===== src/rtl/reg_file_pkg.sv =====
// Shared register-file parameters and forwarding encodings, used by the register file,
// the operand port muxes and the hazard logic.
package reg_file_pkg;

  localparam int REG_DATA_WIDTH = 16;
  localparam int REG_NUM_WIDTH  = 4;
  localparam int NUM_REGISTERS  = 16;

  // Operand source selects shared by the port muxes and hazard logic.
  typedef enum logic [1:0] {
    REG_FORWARD_NONE = 2'd0,
    REG_FORWARD_WB   = 2'd1,
    REG_FORWARD_R0   = 2'd2
  } reg_forward_e;

  function automatic logic reg_num_valid(input int unsigned num, input int unsigned num_regs);
    return num < num_regs;
  endfunction

endpackage


===== src/rtl/reg_file.sv =====
// General-purpose register file: two combinational read ports, one write-back port,
// a dedicated R0 write port and a registered illegal-write-number pulse.
module reg_file #(
  parameter int REG_DATA_WIDTH = reg_file_pkg::REG_DATA_WIDTH,
  parameter int REG_NUM_WIDTH  = reg_file_pkg::REG_NUM_WIDTH,
  parameter int NUM_REGISTERS  = reg_file_pkg::NUM_REGISTERS
) (
  input  logic                      clk,
  input  logic                      rst_n,
  input  logic [REG_NUM_WIDTH-1:0]  rna,
  input  logic [REG_NUM_WIDTH-1:0]  rnb,
  output logic [REG_DATA_WIDTH-1:0] rfile_data_a,
  output logic [REG_DATA_WIDTH-1:0] rfile_data_b,
  input  logic                      wr_en,
  input  logic [REG_NUM_WIDTH-1:0]  wrn,
  input  logic [REG_DATA_WIDTH-1:0] wrd,
  input  logic                      r0_wr_en,
  input  logic [REG_DATA_WIDTH-1:0] r0_wrd,
  output logic [REG_DATA_WIDTH-1:0] r0d,
  output logic                      wr_exception
);
  import reg_file_pkg::*;

  logic [REG_DATA_WIDTH-1:0] rd_view [NUM_REGISTERS];
  logic                      wrn_valid;
  logic                      wr_exception_d;
  logic                      wr_exception_q;

  assign wrn_valid = reg_num_valid(32'(wrn), NUM_REGISTERS);

  for (genvar gi = 0; gi < NUM_REGISTERS; gi++) begin : g_reg
    logic [REG_DATA_WIDTH-1:0] reg_d;
    logic [REG_DATA_WIDTH-1:0] reg_q;

    // The R0 port is applied last so it overrides a write-back aimed at R0.
    always_comb begin
      reg_d = reg_q;
      if (wr_en && (wrn == REG_NUM_WIDTH'(gi))) begin
        reg_d = wrd;
      end
      if ((gi == 0) && r0_wr_en) begin
        reg_d = r0_wrd;
      end
    end

    always_ff @(posedge clk or negedge rst_n) begin
      if (!rst_n) begin
        reg_q <= '0;
      end else begin
        reg_q <= reg_d;
      end
    end

    assign rd_view[gi] = reg_q;
  end

  always_comb begin
    wr_exception_d = wr_en && !wrn_valid;
  end

  always_ff @(posedge clk or negedge rst_n) begin
    if (!rst_n) begin
      wr_exception_q <= 1'b0;
    end else begin
      wr_exception_q <= wr_exception_d;
    end
  end

  // Unimplemented register numbers fall through to zero; the port mux flags them.
  always_comb begin
    rfile_data_a = '0;
    rfile_data_b = '0;
    for (int i = 0; i < NUM_REGISTERS; i++) begin
      if (rna == REG_NUM_WIDTH'(i)) rfile_data_a = rd_view[i];
      if (rnb == REG_NUM_WIDTH'(i)) rfile_data_b = rd_view[i];
    end
  end

  assign r0d          = rd_view[0];
  assign wr_exception = wr_exception_q;

endmodule


===== config.mk =====
export PLATFORM = sky130hd
export DESIGN_NAME = reg_file
export DESIGN_NICKNAME = d
export VERILOG_FILES = /design/src/rtl/reg_file_pkg.sv /design/src/rtl/reg_file.sv
export SDC_FILE = /design/constraint.sdc
export NUM_CORES = 1
export LEC_CHECK = 0
export BUFFER_PORTS_ARGS = -buffer_cell sky130_fd_sc_hd__buf_4
export CORE_MARGIN = 5
export CORE_UTILIZATION = 45
export CTS_CLUSTER_DIAMETER = 30
export DETAILED_ROUTE_END_ITERATION = 12
export SLEW_MARGIN = 40
export SYNTH_ARGS = -nofsm -noshare
export SYNTH_HDL_FRONTEND = slang
export SYNTH_SLANG_ARGS = --single-unit

===== constraint.sdc =====
create_clock -name clk -period 3.4 [get_ports clk]
set_clock_uncertainty 0.05 [all_clocks]
set_input_delay 0.85 -clock clk [delete_from_list [all_inputs] [get_ports clk]]
set_output_delay 0.85 -clock clk [all_outputs]
set_load 0.05 [all_outputs]

==> results of run 1 <==
synthesized netlist by cell type (13+ instances only):
cell	count	area, um^2
dfrtp_1	256	6410
mux2_2	230	2590
nand2_1	81	304
mux2i_1	79	791
nor2_1	77	289
o21ai_0	72	360
a21oi_1	66	330
buf_2	51	255
clkbuf_1	44	165
o22ai_1	41	257
mux2_1	39	439
mux4_2	26	586
o221ai_1	24	210
nand3_1	18	90.1
nor3_1	17	85.1
buf_4	16	120
nand2b_1	16	100
a22oi_1	13	97.6
a31oi_1	13	81.3
final cells by class:
| class | count | area [um^2] | share of cell area |
|---|---|---|---|
| flip-flops and latches | 256 | 6410 | 0.318 |
| well taps | 442 | 553 | 0.0275 |
| diodes | 1 | 2.50 | 0.000124 |
| clock inverters | 35 | 668 | 0.0332 |
| clock buffers | 101 | 2110 | 0.105 |
| multi-input cells | 954 | 7950 | 0.395 |
| inverters | 13 | 48.8 | 0.00243 |
| repair buffers | 245 | 2380 | 0.118 |
per-stage QoR:
step	instances	TNS, ns
3_3_place_gp	1905	-0.257
6_report	2047	0
3_5_place_dp	1905	-0.432
4_1_cts	2045	0
2_1_floorplan	1344	-0.0127
5_1_grt	2046	-0.0175
worst min-delay path by stage:
stage	from	end
after global routing	rst_n	r0d[10]
after detailed placement	g_reg[8].reg_q[11]	g_reg[8].reg_q[11]
after global placement	g_reg[12].reg_q[7]	g_reg[12].reg_q[7]
after floorplan	g_reg[4].reg_q[15]	g_reg[4].reg_q[15]
final	rst_n	r0d[10]
after CTS	rst_n	r0d[10]
logic make-up (layout without fill, tap and decap cells):
logic type             count (synthesis)  count (layout)  synth area share
AOI/OAI and AO/OA                    330             330             0.146
muxes                                374             374             0.297
other                                  1               2          0.000253
DFF                                  256             256             0.432
and+or+nand+nor                      249             249            0.0784
buffers and inverters                134             394            0.0465
routing by layer:
layer | up-vias | part of all wire | global-route usage
li1 | 5466 | - | -
met1 | 6485 | 0.42 | 0.419
met3 | 153 | 0.095 | 0.0676
met5 | - | 0 | 0
met2 | 756 | 0.44 | 0.442
met4 | 0 | 0.039 | 0.112
cells in the final DEF (no fill, tap or decap), types with 14 or more instances in the layout:
master     Yosys  final
mux2_1        39     39
clkbuf_16      0     75
dfrtp_1      256    256
buf_12         0     33
nand2_1       81     80
nand3_1       18     18
nor2_1        77     72
bufinv_16      0     14
a21oi_1       66     66
mux2i_1       79     78
mux4_2        26     26
nand2b_1      16     15
o221ai_1      24     23
o21ai_0       72     71
clkbuf_8       0     16
o22ai_1       41     39
mux2_2       230    230
buf_4         16    199
nor3_1        17     17
flip-flops by register name (all words and copies together), names as in the netlist:
signal / flops
r0d: 16
g.reg_q: 240
power by group through the flow:
stage	sequential [mW]	combinational, mW	clock, mW
3_5_place_dp	4.37	2.61	0
5_1_grt	4.43	2.87	7.86
3_3_place_gp	4.35	2.56	0
6_report	4.35	2.68	7.60
2_1_floorplan	4.21	1.82	0
4_1_cts	4.34	2.66	7.65
repair_timing:
item | in CTS | in global routing
resized for setup | 12 | 13
gates cloned | 2 | 1
setup endpoints to repair | 17 | 17
pin swaps | 1 | 6
setup buffers | 2 | 0
hold endpoints to repair | 0 | 0
==> impl_metrics.csv, run 1 <==
group,metric,value,unit
power_and_ir_drop,pwr_density_cell,727,mW/mm^2
die,initial_core_util,0.456,
clock_tree,clkTransAtPathRegs,0.04,ns
critical_path,start_kind,"input port",
critical_path,critPathMostFrequentCell,"buf_12",
placement,post_dp_cell_area,0.0171,mm^2
clock_tree,ctsHoldBuffers,0,
global_route,grt_max_degree,76,
detailed_routing,drtIter0Drc,1180,
clock_tree,root_buffer,"clkbuf_16",
power_and_ir_drop,clkPwrFrac,0.519,
final_layout,drive_gt1_frac,0.425,
sta,setup_violations,0,
global_route,grt_pass1_vias,12800,
critical_path,cp.depth,7,
detailed_routing,firstDrtPassIters,5,
sta,rsz0062_at_grt,"yes",
sta,setup_ws,0.0104,ns
detailed_routing,totalWireLength,54700,um
critical_path,worst_ep_arrival_time,2.49,ns
critical_path,path_cells,"buf_12, buf_12, mux4_2, mux2i_2, nor2_1, a311o_1, buf_6",
global_route,grt_first_pass_wirelength,81500,um
sta,hold_ws,0.227,ns
synth,ys_types,67,
critical_path,slowest_stage,"mux4_2",
clock_tree,clk_latency,0.56,ns
die,die_w,192,um
synth,synth-seq-cells,256,
clock_tree,h-tree-depth,3,
power_and_ir_drop,seqPwrFrac,0.298,
critical_path,slowest_delay,0.51,ns
critical_path,cp-end-kind,"output pin",
die,fp-row-count,66,
placement,gp_congestion,0.932,
detailed_routing,vias,12900,
power_and_ir_drop,switchingPower,4.13,mW
synth,synth_edf_count,0,
sta,maxSlewViolCount,0,
critical_path,endpoint,"rfile_data_a[5]",
detailed_routing,routedWlPerCell,26.7,um
placement,dpl.hpwl,35400,um
global_route,overflow,0,
final_layout,final_nets,1592,
synth,yosysWarnings,0,
die,die_h,192,um
flow_run,cap_viol_max_count,0,
die,core_area,0.0325,mm^2
placement,io_buffers,95,
critical_path,path_delay_family,"multiplexers",
synth,netlist_instances,1344,
final_layout,area_delta_synth_final,35.5,%
die,num_io_pins,97,
synth,synth.net_count,1392,
critical_path,crit_buf_inv,3,
critical_path,worstReg2RegEnd,"g_reg[1].reg_q[11]",
critical_path,r2r-start,"g_reg[1].reg_q[11]",
critical_path,critPathKind,"input port to output pin",
global_route,grt_antenna_before_repair,0,
detailed_routing,drcViolationCount,0,
critical_path,reg2reg_depth,1,
detailed_routing,ant_nets,0,
power_and_ir_drop,leakagePower,8.83,nW
power_and_ir_drop,p_comb_frac,0.183,
sta,maxSlewHeadroom,0.557,
die,die-area,0.0367,mm^2
critical_path,required,2.50,ns
power_and_ir_drop,swShare,0.282,
sta,clock.fmax,295,MHz
sta,period_needed,3.39,ns
placement,dp_slack,-0.0573,ns
detailed_routing,via_per_inst,6.28,
sta,post-route-period-util,0.997,
power_and_ir_drop,p_int,10.5,mW
status,outcome,"finished, final reports clean",
synth,syn_area,0.0148,mm^2
clock_tree,cts_tree,"yes",
critical_path,startpoint,"rna[0]",
final_layout,design_area,0.0201,mm^2
synth,seq_area_frac_synth,0.432,
final_layout,fin_util,0.618,
clock_tree,cts_buffers,74,
final_layout,num-fill-cells,2625,
power_and_ir_drop,ir_worst_vdd,0.461,mV
clock_tree,cts.sinks,256,
synth,synth_area_per_cell,11.0,um^2
critical_path,ff2ff_setup_slack,2.50,ns
sta,tightest_slew,0.664,ns
power_and_ir_drop,total_power,14.6,mW
synth,synthArstFlopShare,1.00,
clock_tree,cts.path.max_buffers,3,
sta,finalHoldViolCount,0,
critical_path,crit_path_max_fanout,7,
global_route,gr-usage-all-layers,0.295,
hold_path,hold_class,"input port to asynchronous set/reset pin",
synth,synth_ff_type,"dfrtp_1",
Power figures use the tool's default switching activity.
==> run 2, diff against run 1 <==
Settings changed: CTS_BUF_LIST from default to sky130_fd_sc_hd__clkbuf_8.
==> impl_metrics.csv, run 2 (synthesis results as in run 1) <==
group,metric,value,unit
detailed_routing,drcViolationCount,0,
placement,gp_congestion,0.932,
critical_path,cp-end-kind,"output pin",
hold_path,hold_class,"input port to asynchronous set/reset pin",
clock_tree,root_buffer,"clkbuf_8",
critical_path,critPathKind,"input port to output pin",
die,fp-row-count,66,
detailed_routing,totalWireLength,54100,um
die,die_w,192,um
power_and_ir_drop,seqPwrFrac,0.353,
critical_path,start_kind,"input port",
power_and_ir_drop,switchingPower,3.74,mW
final_layout,final_nets,1593,
die,num_io_pins,97,
sta,tightest_slew,0.691,ns
final_layout,largest_reg_flops,240,
global_route,grt_pass1_vias,12700,
final_layout,num-fill-cells,2737,
detailed_routing,drtIter0Drc,1243,
clock_tree,h-tree-depth,3,
final_layout,layout_common_cells,"dfrtp_1 (256), mux2_2 (230), buf_4 (194)",
global_route,overflow,0,
power_and_ir_drop,p_comb_frac,0.218,
die,initial_core_util,0.456,
placement,io_buffers,95,
flow_run,cap_viol_max_count,0,
placement,post_dp_cell_area,0.0171,mm^2
power_and_ir_drop,leakagePower,8.46,nW
global_route,use_met1,0.415,
global_route,grt_busiest_layer,"met2",
detailed_routing,via_per_inst,6.23,
power_and_ir_drop,total_power,12.3,mW
global_route,grt_antenna_before_repair,1,
global_route,grt_first_pass_wirelength,80300,um
power_and_ir_drop,swShare,0.303,
status,outcome,"finished, final reports clean",
die,die_h,192,um
clock_tree,ctsHoldBuffers,0,
detailed_routing,ant_nets,0,
power_and_ir_drop,ir_worst_vdd,0.389,mV
final_layout,design_area,0.0193,mm^2
detailed_routing,routedWlPerCell,26.4,um
power_and_ir_drop,pwr_density_cell,640,mW/mm^2
sta,finalHoldViolCount,0,
placement,dpl.hpwl,35400,um
power_and_ir_drop,p_int,8.59,mW
sta,post-route-period-util,0.988,
final_layout,drive_gt1_frac,0.430,
global_route,gr-usage-all-layers,0.291,
clock_tree,cts_buffers,74,
detailed_routing,vias,12700,
sta,rsz0062_at_grt,"yes",
detailed_routing,firstDrtPassIters,5,
global_route,use_met3,0.0692,
die,core_area,0.0325,mm^2
critical_path,crit_path_max_fanout,7,
global_route,use_met2,0.441,
clock_tree,cts_tree,"yes",
clock_tree,clkTransAtPathRegs,0.04,ns
critical_path,worst_ep_arrival_time,2.46,ns
sta,maxSlewHeadroom,0.539,
final_layout,area_delta_synth_final,29.8,%
sta,hold_ws,0.172,ns
die,die-area,0.0367,mm^2
critical_path,required,2.50,ns
sta,period_needed,3.36,ns
clock_tree,clk_latency,0.58,ns
sta,setup_violations,0,
global_route,grt_max_degree,76,
clock_tree,cts.sinks,256,
final_layout,top_register,"g.reg_q",
clock_tree,cts.path.max_buffers,3,
final_layout,mostFrequentLayoutCell,"dfrtp_1",
power_and_ir_drop,clkPwrFrac,0.429,
sta,maxSlewViolCount,0,
sta,clock.fmax,298,MHz
==> run 2: path summary, 6_finish.rpt <==
| kind | startpoint | to | slack [ns] | cells after the start |
|---|---|---|---|---|
| hold reg to reg | g_reg[2].reg_q[14] | g_reg[2].reg_q[14] | 0.46 | 1 |
| hold / removal | rst_n | r0d[10] | 0.17 | 1 |
| max in group asynchronous | rst_n | g_reg[8].reg_q[6] | 2.15 | 2 |
| setup reg to reg | g_reg[4].reg_q[10] | g_reg[4].reg_q[10] | 2.50 | 1 |
| setup / recovery | rna[0] | rfile_data_a[5] | 0.04 | 7 |
| min in group clk | r0_wrd[4] | r0d[4] | 0.39 | 3 |
==> run 2: layout make-up <==
type	count	area [um^2]	share of cell area
Timing Repair Buffer	246	2420	0.125
Inverter	13	52.6	0.00273
Antenna cell	1	2.50	0.000130
Sequential cell	256	6410	0.332
Clock inverter	46	637	0.0330
Multi-Input combinational cell	954	7970	0.413
Clock buffer	90	1240	0.0643
Tap cell	442	553	0.0287
==> run 2: worst max-delay path, stage by stage <==
cell	delay (ns)
buf_12	0.14
buf_12	0.15
mux4_2	0.51
mux2i_2	0.21
nor2_1	0.07
a311o_1	0.34
buf_6	0.18
==> run 2: what timing repair did <==
item                                    in CTS  in global routing
setup buffers                                0                  2
hold endpoints to repair                     0                  0
endpoints found under the setup margin      16                 18
pin swaps                                    1                  9
gates resized for setup                     11                 27
gates cloned                                 2                  2
==> run 2: layer usage <==
| metal | up-vias | share of wire |
|---|---|---|
| met2 | 708 | 0.45 |
| met4 | 0 | 0.032 |
| met5 | - | 0 |
| met3 | 143 | 0.096 |
| li1 | 5474 | - |
| met1 | 6424 | 0.43 |
==> run 2: stage by stage <==
stage | instances | setup TNS (ns) | util | worst slack, ns
after CTS | 2043 | 0 | 0.588 | 0.00384
after global routing | 2047 | -0.0220 | 0.592 | -0.0220
final | 2048 | 0 | 0.592 | 0.0392
after floorplan | 1344 | -0.0127 | - | -0.0127
after global placement | 1905 | -0.257 | 0.527 | -0.0578
after detailed placement | 1905 | -0.432 | 0.527 | -0.0573
==> run 2: power groups by stage <==
stage	Clock, mW	Combinational (mW)	Sequential, mW
after floorplan	0	1.82	4.21
after global placement	0	2.56	4.35
after detailed placement	0	2.61	4.37
after CTS	5.36	2.64	4.33
after global routing	5.55	2.88	4.42
final	5.30	2.69	4.35
